File: config.mk
export PLATFORM = sky130hd
export DESIGN_NAME = jtag_bsr_param
export DESIGN_NICKNAME = d
export VERILOG_FILES = /design/src/rtl/jtag_bsr_param.sv
export SDC_FILE = /design/constraint.sdc
export NUM_CORES = 1
export LEC_CHECK = 0
export BUFFER_PORTS_ARGS = -buffer_cell sky130_fd_sc_hd__buf_2
export CORE_UTILIZATION = 30
export CTS_BUF_LIST = sky130_fd_sc_hd__clkbuf_8 sky130_fd_sc_hd__clkbuf_16
export DETAILED_ROUTE_END_ITERATION = 8
export HOLD_SLACK_MARGIN = 0.08
export PLACE_DENSITY = 0.6
export SETUP_SLACK_MARGIN = 0.15
export SLEW_MARGIN = 10
export SYNTH_ARGS = -nofsm -noshare
export SYNTH_HDL_FRONTEND = slang
export SYNTH_SLANG_ARGS = --single-unit
File: constraint.sdc
create_clock -name TCLK -period 1.65 [get_ports TCLK]
set_clock_uncertainty 0.15 [all_clocks]
set_input_delay 0.33 -clock TCLK [delete_from_list [all_inputs] [get_ports TCLK]]
set_output_delay 0.33 -clock TCLK [all_outputs]
set_load 0.03 [all_outputs]
File: src/rtl/jtag_bsr_param.sv
// Parametrised boundary-scan register.
// Input cells sit between the device pins and the core inputs; output cells sit
// between the core outputs and the device pins. One serial chain runs
// TDI -> in[0..N_IN-1] -> out[0..N_OUT-1] -> TDO, or the single bypass flop
// when BYPASS is selected. A shift-position counter with a registered wrap
// pulse tracks how far the active chain has been shifted since the last capture.
module jtag_bsr_param #(
    parameter int               N_IN     = 36,
    parameter int               N_OUT    = 39,
    parameter logic [N_IN-1:0]  SAFE_IN  = '0,
    parameter logic [N_OUT-1:0] SAFE_OUT = '0,
    localparam int              CNT_W    = $clog2(N_IN + N_OUT + 1)
) (
    input  logic             TCLK,
    input  logic             TRST,
    input  logic [1:0]       inst,
    input  logic             capture_dr,
    input  logic             shift_dr,
    input  logic             update_dr,
    input  logic             TDI,
    output logic             TDO,
    input  logic [N_IN-1:0]  pin_in,
    output logic [N_IN-1:0]  core_in,
    input  logic [N_OUT-1:0] core_out,
    output logic [N_OUT-1:0] pin_out,
    output logic [CNT_W-1:0] shift_cnt,
    output logic             chain_wrap
);

    localparam int LEN = N_IN + N_OUT;

    typedef enum logic [1:0] {
        INST_EXTEST  = 2'b00,
        INST_SAMPLE  = 2'b01,
        INST_INTEST  = 2'b10,
        INST_BYPASS  = 2'b11
    } inst_t;

    // Shift flops: r_chain[N_IN-1:0] are the input cells, r_chain[LEN-1:N_IN]
    // the output cells, so r_chain[LEN-1] is the cell nearest TDO.
    logic [LEN-1:0]   r_chain;
    logic             r_byp;
    logic [N_IN-1:0]  r_upd_in;
    logic [N_OUT-1:0] r_upd_out;
    logic [CNT_W-1:0] r_cnt;
    logic             r_wrap;

    inst_t w_inst;
    logic  w_bypass;
    logic  w_intest;
    logic  w_drive_pins;
    logic  w_shift;
    logic  w_last;

    assign w_inst       = inst_t'(inst);
    assign w_bypass     = (w_inst == INST_BYPASS);
    assign w_intest     = (w_inst == INST_INTEST);
    assign w_drive_pins = (w_inst == INST_EXTEST) || (w_inst == INST_INTEST);
    // Capture has priority: a simultaneous shift request is ignored.
    assign w_shift      = shift_dr && !capture_dr;
    // The shift that would bring the count up to the active chain length.
    assign w_last       = w_bypass ? (r_cnt == '0) : (r_cnt == CNT_W'(LEN - 1));

    // BSR shift flops: capture pins/core outputs, or shift toward TDO; held in BYPASS.
    always_ff @(posedge TCLK or negedge TRST) begin
        if (!TRST) begin
            r_chain <= '0;
        end else if (!w_bypass) begin
            if (capture_dr) begin
                r_chain <= {core_out, pin_in};
            end else if (w_shift) begin
                r_chain <= {r_chain[LEN-2:0], TDI};
            end
        end
    end

    // Bypass flop: captures 0 and shifts TDI only while BYPASS is selected.
    always_ff @(posedge TCLK or negedge TRST) begin
        if (!TRST) begin
            r_byp <= 1'b0;
        end else if (w_bypass) begin
            if (capture_dr) begin
                r_byp <= 1'b0;
            end else if (w_shift) begin
                r_byp <= TDI;
            end
        end
    end

    // Update latches: load the pre-edge shift flops, so an update that
    // coincides with a shift sees the data from before that shift.
    always_ff @(posedge TCLK or negedge TRST) begin
        if (!TRST) begin
            r_upd_in  <= SAFE_IN;
            r_upd_out <= SAFE_OUT;
        end else if (update_dr && !w_bypass) begin
            r_upd_in  <= r_chain[N_IN-1:0];
            r_upd_out <= r_chain[LEN-1:N_IN];
        end
    end

    // Shift-position counter, modulo the active chain length, with a
    // registered one-cycle wrap pulse.
    always_ff @(posedge TCLK or negedge TRST) begin
        if (!TRST) begin
            r_cnt  <= '0;
            r_wrap <= 1'b0;
        end else if (capture_dr) begin
            r_cnt  <= '0;
            r_wrap <= 1'b0;
        end else if (w_shift) begin
            if (w_last) begin
                r_cnt  <= '0;
                r_wrap <= 1'b1;
            end else begin
                r_cnt  <= r_cnt + CNT_W'(1);
                r_wrap <= 1'b0;
            end
        end else begin
            r_wrap <= 1'b0;
        end
    end

    // Pin/core muxes follow inst combinationally; SAMPLE and BYPASS are transparent.
    genvar gi;
    generate
        for (gi = 0; gi < N_IN; gi++) begin : g_in_cell
            assign core_in[gi] = w_intest ? r_upd_in[gi] : pin_in[gi];
        end
        for (gi = 0; gi < N_OUT; gi++) begin : g_out_cell
            assign pin_out[gi] = w_drive_pins ? r_upd_out[gi] : core_out[gi];
        end
    endgenerate

    assign TDO        = w_bypass ? r_byp : r_chain[LEN-1];
    assign shift_cnt  = r_cnt;
    assign chain_wrap = r_wrap;

endmodule

==> out/metrics.csv, run 1 <==
metric,value,unit
route.detailed.drc,0,
path_buf_inv,5,
synth_area_leaders,"dfrtp_1, mux2_2, mux2i_1",
multiInputGateArea,3940,µm²
cpPeakStageDelay,0.31,ns
drive_above_1_share,50.0,%
synth_top_area_cell,dfrtp_1,
syn-num-nets,712,
rr_startpoint,shift_cnt[1],
leakagePower,0.00555,µW
netlist_area,7860,µm²
die_h,164,µm
grt_usage,14.5,%
overflow,0,
start_util,30.9,%
syn_inst,626,
synth_area_per_cell,12.6,µm²
nFillCells,2325,
cts_buffer_depth,2,
r2r_end,chain_wrap,
p_per_area,1120,nW/µm²
fin_util,45.3,%
detail_route.wl_per_cell,15.8,µm
drv_cap,0,
p_total,12900,µW
io_buffers,166,
drt_iter0_drc,203,
ys_ff_latch,159,
synth_ff_type,dfrtp_1,
clkLatencyLatePin,0.42,ns
seq_area,3990,µm²
yosysWarnings,0,
min_period_over_period,113,%
layout_commonest_cell,dfrtp_1,
hold_class,in2reg,
setup_viol,80,
cp_top_family,buffers and inverters,
r2r_cells,7,
rrSetupSlack,-0.05,ns
hold_viol,0,
die_w,164,µm
ant_nets,0,
antenna_found_initial,0,
synth_edf_count,0,
cp_max_fo,5,
diodes,0,
cp.arrival,1.38,ns
max_freq,537,MHz
status,finished with violations,
critical_path_class,in2out,
vias,5569,
core,25500,µm²
wl,19.3,mm
tightestPinTransition,0.391,ns
area_growth,46.8,%
cp_cell_sequence,"buf_12, nor2b_4, buf_6, buf_6, buf_12, mux2_4, buf_6",
layout_common_cells,"dfrtp_1, mux2_4, buf_2, buf_6, nand2_1",
peakVddDrop,0.000602,V
first_pass_iters,4,
fp-row-count,58,
grt_pass1_vias,5658,
cts_max_level,4,
via_per_inst,4.56,
cts_tree,done,
worstPathRequired,1.17,ns
grt_max_degree,68,
synth_top_area_share,50.6,%
min_path_cells,3,
dp_hpwl,12.4,mm
min_period,1.86,ns
clock-sinks,159,
worst_hold_path.endpoint,r_chain[39],
synth-async-reset-ratio,100,%
crit_slowest_cell,mux2_4,
path_common_cell,buf_6,
cts_root_buf,clkbuf_16,
rsz0062_at_grt,true,
numCtsBuffers,17,
slew_viol_final,0,
startpoint_type,input port,
ys_types,36,
violations,negative setup slack,
routabilityCongestion,0.738,
die-area,26900,µm²
fin_ws,-0.213,ns
yosysSeqAreaShare,50.6,%
io_pins,167,
path_clk_slew,0.06,ns
relSlewSlack,73.9,%
totalNegativeSetupSlack,-8.82,ns
grt_pass1_wl,30.3,mm
cp-end-kind,primary output,
finish.net_count,964,
holdCritStartpoint,core_out[3],
-- tightest hold or removal path, stage by stage --
cell and delay, ns:
buf_2 0.09, mux2i_1 0.06, o21ai_0 0.13
-- worst max path at each step --
stage                       end  slack (ns)    start  cells past startpoint
global placement     chain_wrap       -0.26  inst[0]                      7
CTS                 core_in[30]       -0.21  inst[0]                      5
floorplan            core_in[0]       -0.06  inst[0]                      5
detailed placement   chain_wrap       -0.29  inst[0]                      7
finish               core_in[4]       -0.21  inst[0]                      7
global route        core_in[18]       -0.23  inst[0]                      6
-- synth_stat cells (all sizes together), types with 2 or more instances --
library cell,n
dfrtp,159
mux2,151
nand2,80
o21ai,78
mux2i,76
buf,36
clkbuf,8
nor2,6
ha,3
and3,2
inv,2
nand2b,2
nand3,2
nand3b,2
nand4,2
nor2b,2
xor2,2
-- per-layer routing --
layer  share of wire (%)  global-route usage [%]  vias to the layer above  wire (µm)
li1                    -                       -                     2712          -
met1                  48                    19.9                     2728       9250
met2                  47                    22.7                      114       9040
met3                 3.8                    3.54                       15        733
met4                 1.3                    4.00                        0        244
met5                   0                       0                        -          0
-- cells by family after synthesis --
group,after synthesis,share of synthesized area [%]
muxes,227,33.7
DFF,159,50.6
adders and majority gates,3,0.477
buffers and inverters,46,3.63
xor gates and xnor gates,2,0.223
and+or+nand+nor,103,5.65
AOI/OAI and AO/OA,86,5.73
-- where the power goes --
part           switching [µW]  internal [µW]
combinational            1580           2060
clock                    1680           2420
sequential                517           4650
-- registers in the layout (all words and copies together) (netlist names) --
register    count
r_upd_out      39
r_byp           1
r_chain        75
chain_wrap      1
shift_cnt       7
r_upd_in       36
-- cell type report --
class	instances	area share, %
well taps	330	3.58
multi-input cells	421	34.2
flip-flops and latches	159	34.5
inverters	2	0.0867
clock buffers	18	3.80
repair buffers	277	22.4
clock inverters	13	1.42
-- per-stage QoR --
step,cell area (µm²),setup slack (ns),hold WS [ns],std cells
after floorplan,8120,-0.0564,-0.116,626
after global placement,9500,-0.261,0.191,1112
after detailed placement,9500,-0.287,0.187,1112
after CTS,11300,-0.212,0.0811,1207
after global routing,11500,-0.230,0.0865,1220
final,11500,-0.213,0.0902,1220
-- repair_timing --
item,CTS,global route
pin swaps,2,4
gates resized for setup,179,23
gates cloned,2,3
setup endpoints to repair,89,89
buffers inserted,25,10
hold buffers,37,0
endpoints found under the hold margin,195,0
(Power assumes the default switching activity.)
==> inputs of run 2 (changes only) <==
--- a/config.mk
+++ b/config.mk
@@ -12,6 +12,7 @@
 export HOLD_SLACK_MARGIN = 0.08
 export PLACE_DENSITY = 0.6
 export SETUP_SLACK_MARGIN = 0.15
+export SKIP_CTS_REPAIR_TIMING = 1
 export SLEW_MARGIN = 10
 export SYNTH_ARGS = -nofsm -noshare
 export SYNTH_HDL_FRONTEND = slang
==> run 2 against run 1 <==
  * The run still ends with negative setup slack left
  * Hold slack got worse by 0.017 ns
  * Power is 1.3% lower
  * Sequential share of layout area grew 1.3 points
  * Worst setup slack better by 0.044 ns
  * Global-route usage down 1.0 points
  * Flip-flop and latch count stayed put
  * Final area shrank 3.7%
  * Combinational power fell by 5%
  * Fmax grew 2.4%
  * Critical endpoint is now core_in[17]
==> out/metrics.csv, run 2 (synthesis gave the netlist of run 1 again) <==
metric,value,unit,change
status,finished with violations,,
violations,negative setup slack,,
swShare,29.4,%,+0.11 points
setup_viol,77,,-3.8%
relSlewSlack,74.5,%,+0.57 points
largest_register_ffs,75,,unchanged
worstPathRequired,1.17,ns,about the same
grt_pass1_wl,28.1,mm,-7.3%
dp_hpwl,12.4,mm,unchanged
grt_pass1_vias,5148,,-9.0%
hold_class,in2reg,,
place_area,9500,µm²,unchanged
fp-row-count,58,,unchanged
hold_viol,0,,unchanged
crit_path_start,inst[0],,
place_inst,1112,,unchanged
top_regs,"r_chain (75), r_upd_out (39), r_upd_in (36)",,
drv_cap,0,,unchanged
diodes,0,,unchanged
vias,5419,,-2.7%
tightestPinTransition,0.383,ns,-0.00848 ns
io_buffers,166,,unchanged
die_w,164,µm,unchanged
critical_path_class,in2out,,
clkPwrFrac,32.3,%,+0.5 points
die_h,164,µm,unchanged
rr_startpoint,shift_cnt[0],,
max_freq,550,MHz,+2.4%
power_frac_seq,40.5,%,+0.5 points
cts_buffer_depth,2,,unchanged
cp.arrival,1.34,ns,-0.04 ns
fin_util,43.6,%,-1.7 points
start_util,30.9,%,unchanged
holdCritStartpoint,pin_in[16],,
totalNegativeSetupSlack,-7.76,ns,+1.05 ns
cp_max_fo,7,,+2
grt_max_degree,68,,unchanged
via_per_inst,4.57,,about the same
ant_nets,0,,unchanged
min_period_over_period,110,%,-2.7 points
first_pass_iters,4,,unchanged
wl,18.8,mm,-2.6%
cp-end-kind,primary output,,
fin_ws,-0.168,ns,+0.0445 ns
layout_common_cells,"dfrtp_1, mux2_4, buf_2, nand2_1, o21ai_0",,
area_growth,41.4,%,
path_clk_slew,0.07,ns,about the same
cts_tree,done,,
clkLatencyLatePin,0.42,ns,about the same
layout_commonest_cell,dfrtp_1,,
detail_route.wl_per_cell,15.8,µm,+0.24%
numCtsBuffers,17,,unchanged
finish.net_count,930,,-3.5%
p_per_area,1150,nW/µm²,+2.5%
rsz0062_at_grt,true,,
cts_max_level,4,,unchanged
internal_power,9000,µW,-1.5%
startpoint_type,input port,,
nFillCells,2352,,+1.2%
slew_viol_final,0,,unchanged
regMostFlops,r_chain,,
core,25500,µm²,unchanged
crit_slowest_cell,mux2_4,,
clock-sinks,159,,unchanged
cpPeakStageDelay,0.31,ns,about the same
power.switching,3750,µW,-0.95%
post-route-cell-area,11100,µm²,-3.7%
cp_cell_sequence,"buf_12, nor2b_4, buf_12, clkbuf_16, mux2_4, buf_6",,
path_common_cell,buf_12,,
io_pins,167,,unchanged
die-area,26900,µm²,unchanged
peakVddDrop,0.000602,V,about the same
comb_power_share,27.2,%,-1.0 points
drive_above_1_share,50.8,%,+0.82 points
min_period,1.82,ns,-0.0445 ns
finalNonFillerCells,1186,,-2.8%
overflow,0,,unchanged
antenna_found_initial,0,,unchanged
cts_root_buf,clkbuf_16,,
routabilityCongestion,0.738,,unchanged
p_total,12700,µW,-1.3%
leakagePower,0.00537,µW,-3.2%
drt_iter0_drc,246,,+21%
grt_usage,13.5,%,-1.0 points
route.detailed.drc,0,,unchanged
[run 2: area by class of cell]
cell class	instances	area, µm²	share of cell area, %
multi-input cells	421	3910	35.1
repair buffers	243	2200	19.8
flip-flops and latches	159	3990	35.9
well taps	330	413	3.71
clock inverters	13	164	1.47
inverters	2	7.51	0.0675
clock buffers	18	439	3.95
[run 2: power by group through the flow]
stage	registers, µW	clock network (µW)	logic, µW
6_report	5170	4110	3470
5_1_grt	5260	4430	3730
4_1_cts	5180	4220	2920
3_5_place_dp	5230	0	2920
3_3_place_gp	5230	0	2870
2_1_floorplan	5060	0	2220
[run 2: metal layers]
layer	GRT usage [%]	up-vias	wire length, µm
li1	-	2644	-
met5	0	-	0
met4	4.00	0	311
met1	19.1	2644	9170
met3	3.46	17	769
met2	20.0	114	8530
[run 2: worst paths after layout]
| check | end | slack (ns) | cells after the start |
|---|---|---|---|
| min in group asynchronous | r_upd_in[10] | 0.30 | 3 |
| worst max register to register | chain_wrap | -0.02 | 7 |
| max in group asynchronous | r_chain[47] | 0.69 | 3 |
| worst min register to register | r_chain[2] | 0.35 | 2 |
| worst min-delay path | r_chain[16] | 0.07 | 3 |
| worst max-delay path | core_in[17] | -0.17 | 6 |
[run 2: critical path, delay by kind of cell]
family	cells	cell delay, ns
and+or+nand+nor	1	0.12
buffers and inverters	4	0.58
muxes	1	0.31
[run 2: metrics by stage]
| stage | hold WS (ns) | setup slack, ns |
|---|---|---|
| floorplan | -0.116 | -0.0564 |
| global placement | 0.191 | -0.261 |
| detailed placement | 0.187 | -0.287 |
| CTS | -0.269 | -0.265 |
| global route | 0.0828 | -0.193 |
| finish | 0.0728 | -0.168 |
==> inputs of run 3 (changes only) <==
--- a/config.mk
+++ b/config.mk
@@ -8,9 +8,10 @@
 export BUFFER_PORTS_ARGS = -buffer_cell sky130_fd_sc_hd__buf_2
 export CORE_UTILIZATION = 30
 export CTS_BUF_LIST = sky130_fd_sc_hd__clkbuf_8 sky130_fd_sc_hd__clkbuf_16
+export CTS_CLUSTER_SIZE = 25
 export DETAILED_ROUTE_END_ITERATION = 8
 export HOLD_SLACK_MARGIN = 0.08
-export PLACE_DENSITY = 0.6
+export PLACE_DENSITY = 0.62
 export SETUP_SLACK_MARGIN = 0.15
 export SKIP_CTS_REPAIR_TIMING = 1
 export SLEW_MARGIN = 10
==> run 3 against run 2 <==
  * The run still ends with negative setup slack left
  * Utilization is 0.81 points higher
  * Wire length is 0.44% higher
  * Sequential power hardly changed
==> out/metrics.csv, run 3 (synthesis gave the netlist of run 1 again) <==
metric,value,unit,change
tightestPinTransition,0.366,ns,-0.0164 ns
vias,5496,,+1.4%
die-area,26900,µm²,unchanged
post-route-cell-area,11300,µm²,+1.8%
core,25500,µm²,unchanged
overflow,0,,unchanged
worstPathRequired,1.17,ns,about the same
critical_path_class,in2out,,
cp-end-kind,primary output,,
cp.arrival,1.34,ns,about the same
comb_power_share,28.4,%,+1.2 points
r2r_cells,6,,-1
fin_ws,-0.170,ns,-0.00214 ns
top_regs,"r_chain (75), r_upd_out (39), r_upd_in (36)",,
fp-row-count,58,,unchanged
rr_startpoint,shift_cnt[1],,
grt_usage,13.6,%,+0.15 points
internal_power,9210,µW,+2.4%
drive_above_1_share,51.5,%,+0.67 points
hold_viol,0,,unchanged
min_path_cells,3,,unchanged
peakVddDrop,0.000564,V,-6.4%
drt_iter0_drc,260,,+5.7%
diodes,0,,unchanged
relSlewSlack,75.6,%,+1.1 points
start_util,30.9,%,unchanged
detail_route.wl_per_cell,15.7,µm,-0.90%
leakagePower,0.00549,µW,+2.1%
swShare,29.0,%,-0.44 points
wl,18.9,mm,+0.44%
power_frac_seq,39.8,%,-0.7 points
fin_util,44.5,%,+0.81 points
grt_max_degree,58,,-15%
dp_hpwl,12.6,mm,+1.6%
io_buffers,166,,unchanged
finish.net_count,945,,+1.6%
grt_pass1_wl,28.0,mm,-0.25%
slew_viol_final,0,,unchanged
violations,negative setup slack,,
numCtsBuffers,17,,unchanged
r2r_end,shift_cnt[1],,
max_freq,549,MHz,-0.12%
clkLatencyLatePin,0.41,ns,about the same
crit_path_start,inst[0],,
die_h,164,µm,unchanged
setup_viol,76,,-1.3%
hold_class,in2reg,,
routabilityCongestion,0.711,,-3.6%
worst_hold_path.endpoint,r_chain[12],,
antenna_found_initial,1,,+1
min_period_over_period,110,%,+0.13 points
min_period,1.82,ns,+0.00214 ns
holdCritStartpoint,pin_in[12],,
io_pins,167,,unchanged
drv_cap,0,,unchanged
layout_common_cells,"dfrtp_1, mux2_4, buf_6, nand2_1, buf_2",,
via_per_inst,4.57,,about the same
totalNegativeSetupSlack,-7.01,ns,+0.755 ns
clkPwrFrac,31.8,%,-0.5 points
place_area,9530,µm²,+0.37%
area_growth,44.0,%,
route.detailed.drc,0,,unchanged
cp_max_fo,7,,unchanged
first_pass_iters,4,,unchanged
p_per_area,1150,nW/µm²,-0.11%
path_clk_slew,0.06,ns,about the same
power.switching,3760,µW,+0.21%
cts_buffer_depth,2,,unchanged
grt_pass1_vias,5190,,+0.82%
largest_register_ffs,75,,unchanged
cts_max_level,4,,unchanged
ant_nets,0,,unchanged
layout_commonest_cell,dfrtp_1,,
die_w,164,µm,unchanged
status,finished with violations,,
preCtsSetupSlack,-0.271,ns,+0.0159 ns
regMostFlops,r_chain,,
rsz0062_at_grt,true,,
clock-sinks,159,,unchanged
cts_tree,done,,
startpoint_type,input port,,
rrSetupSlack,0.02,ns,+0.04 ns
cts_root_buf,clkbuf_16,,
timing.hold.ws,0.0714,ns,-0.00145 ns
## run 3: cell count changes in the layout (fill, tap and decap cells not counted), moves of 2 or more
cell and change:
buf_2 -12, clkbuf_4 -2, buf_4 +13, inv_6 -2, buf_12 +2, buf_6 +17
## run 3: worst max-delay path by stage
| stage | slack [ns] | cells past startpoint | endpoint |
|---|---|---|---|
| 3_5_place_dp | -0.27 | 5 | core_in[32] |
| 4_1_cts | -0.28 | 5 | core_in[32] |
| 3_3_place_gp | -0.26 | 5 | core_in[32] |
| 2_1_floorplan | -0.06 | 5 | core_in[0] |
| 5_1_grt | -0.19 | 6 | core_in[19] |
| 6_report | -0.17 | 6 | core_in[22] |
## run 3: stage by stage
stage	std cells	total power [µW]
6_report	1202	13000
5_1_grt	1202	13600
4_1_cts	1147	12400
3_5_place_dp	1115	8160
3_3_place_gp	1115	8110
2_1_floorplan	626	7270
## run 3: final cells by class
class                      instances  area (µm²)
fill                            2314       14100
sequential                       159        3990
multi-input combinational        421        3890
timing repair buffer             258        2410
clock buffer                      19         453
tap                              330         413
clock inverter                    13         164
inverter                           2        7.51
## run 3: worst max-delay path, cell delays in order
cell	delay, ns
buf_12	0.11
nor2b_4	0.12
buf_12	0.16
clkbuf_16	0.16
mux2_4	0.30
buf_6	0.14
## run 3: power by group through the flow
| stage | Combinational [µW] | Sequential [µW] | Clock (µW) |
|---|---|---|---|
| final | 3680 | 5170 | 4120 |
| after global routing | 3950 | 5250 | 4410 |
| after CTS | 2940 | 5170 | 4270 |
| after detailed placement | 2930 | 5230 | 0 |
| after floorplan | 2220 | 5060 | 0 |
| after global placement | 2890 | 5220 | 0 |
## run 3: metal layers
metal	vias up	global-route usage, %	wire (µm)
li1	2682	-	-
met2	115	21.6	9020
met5	-	0	14
met4	2	4.17	207
met1	2684	18.2	9000
met3	13	3.41	619
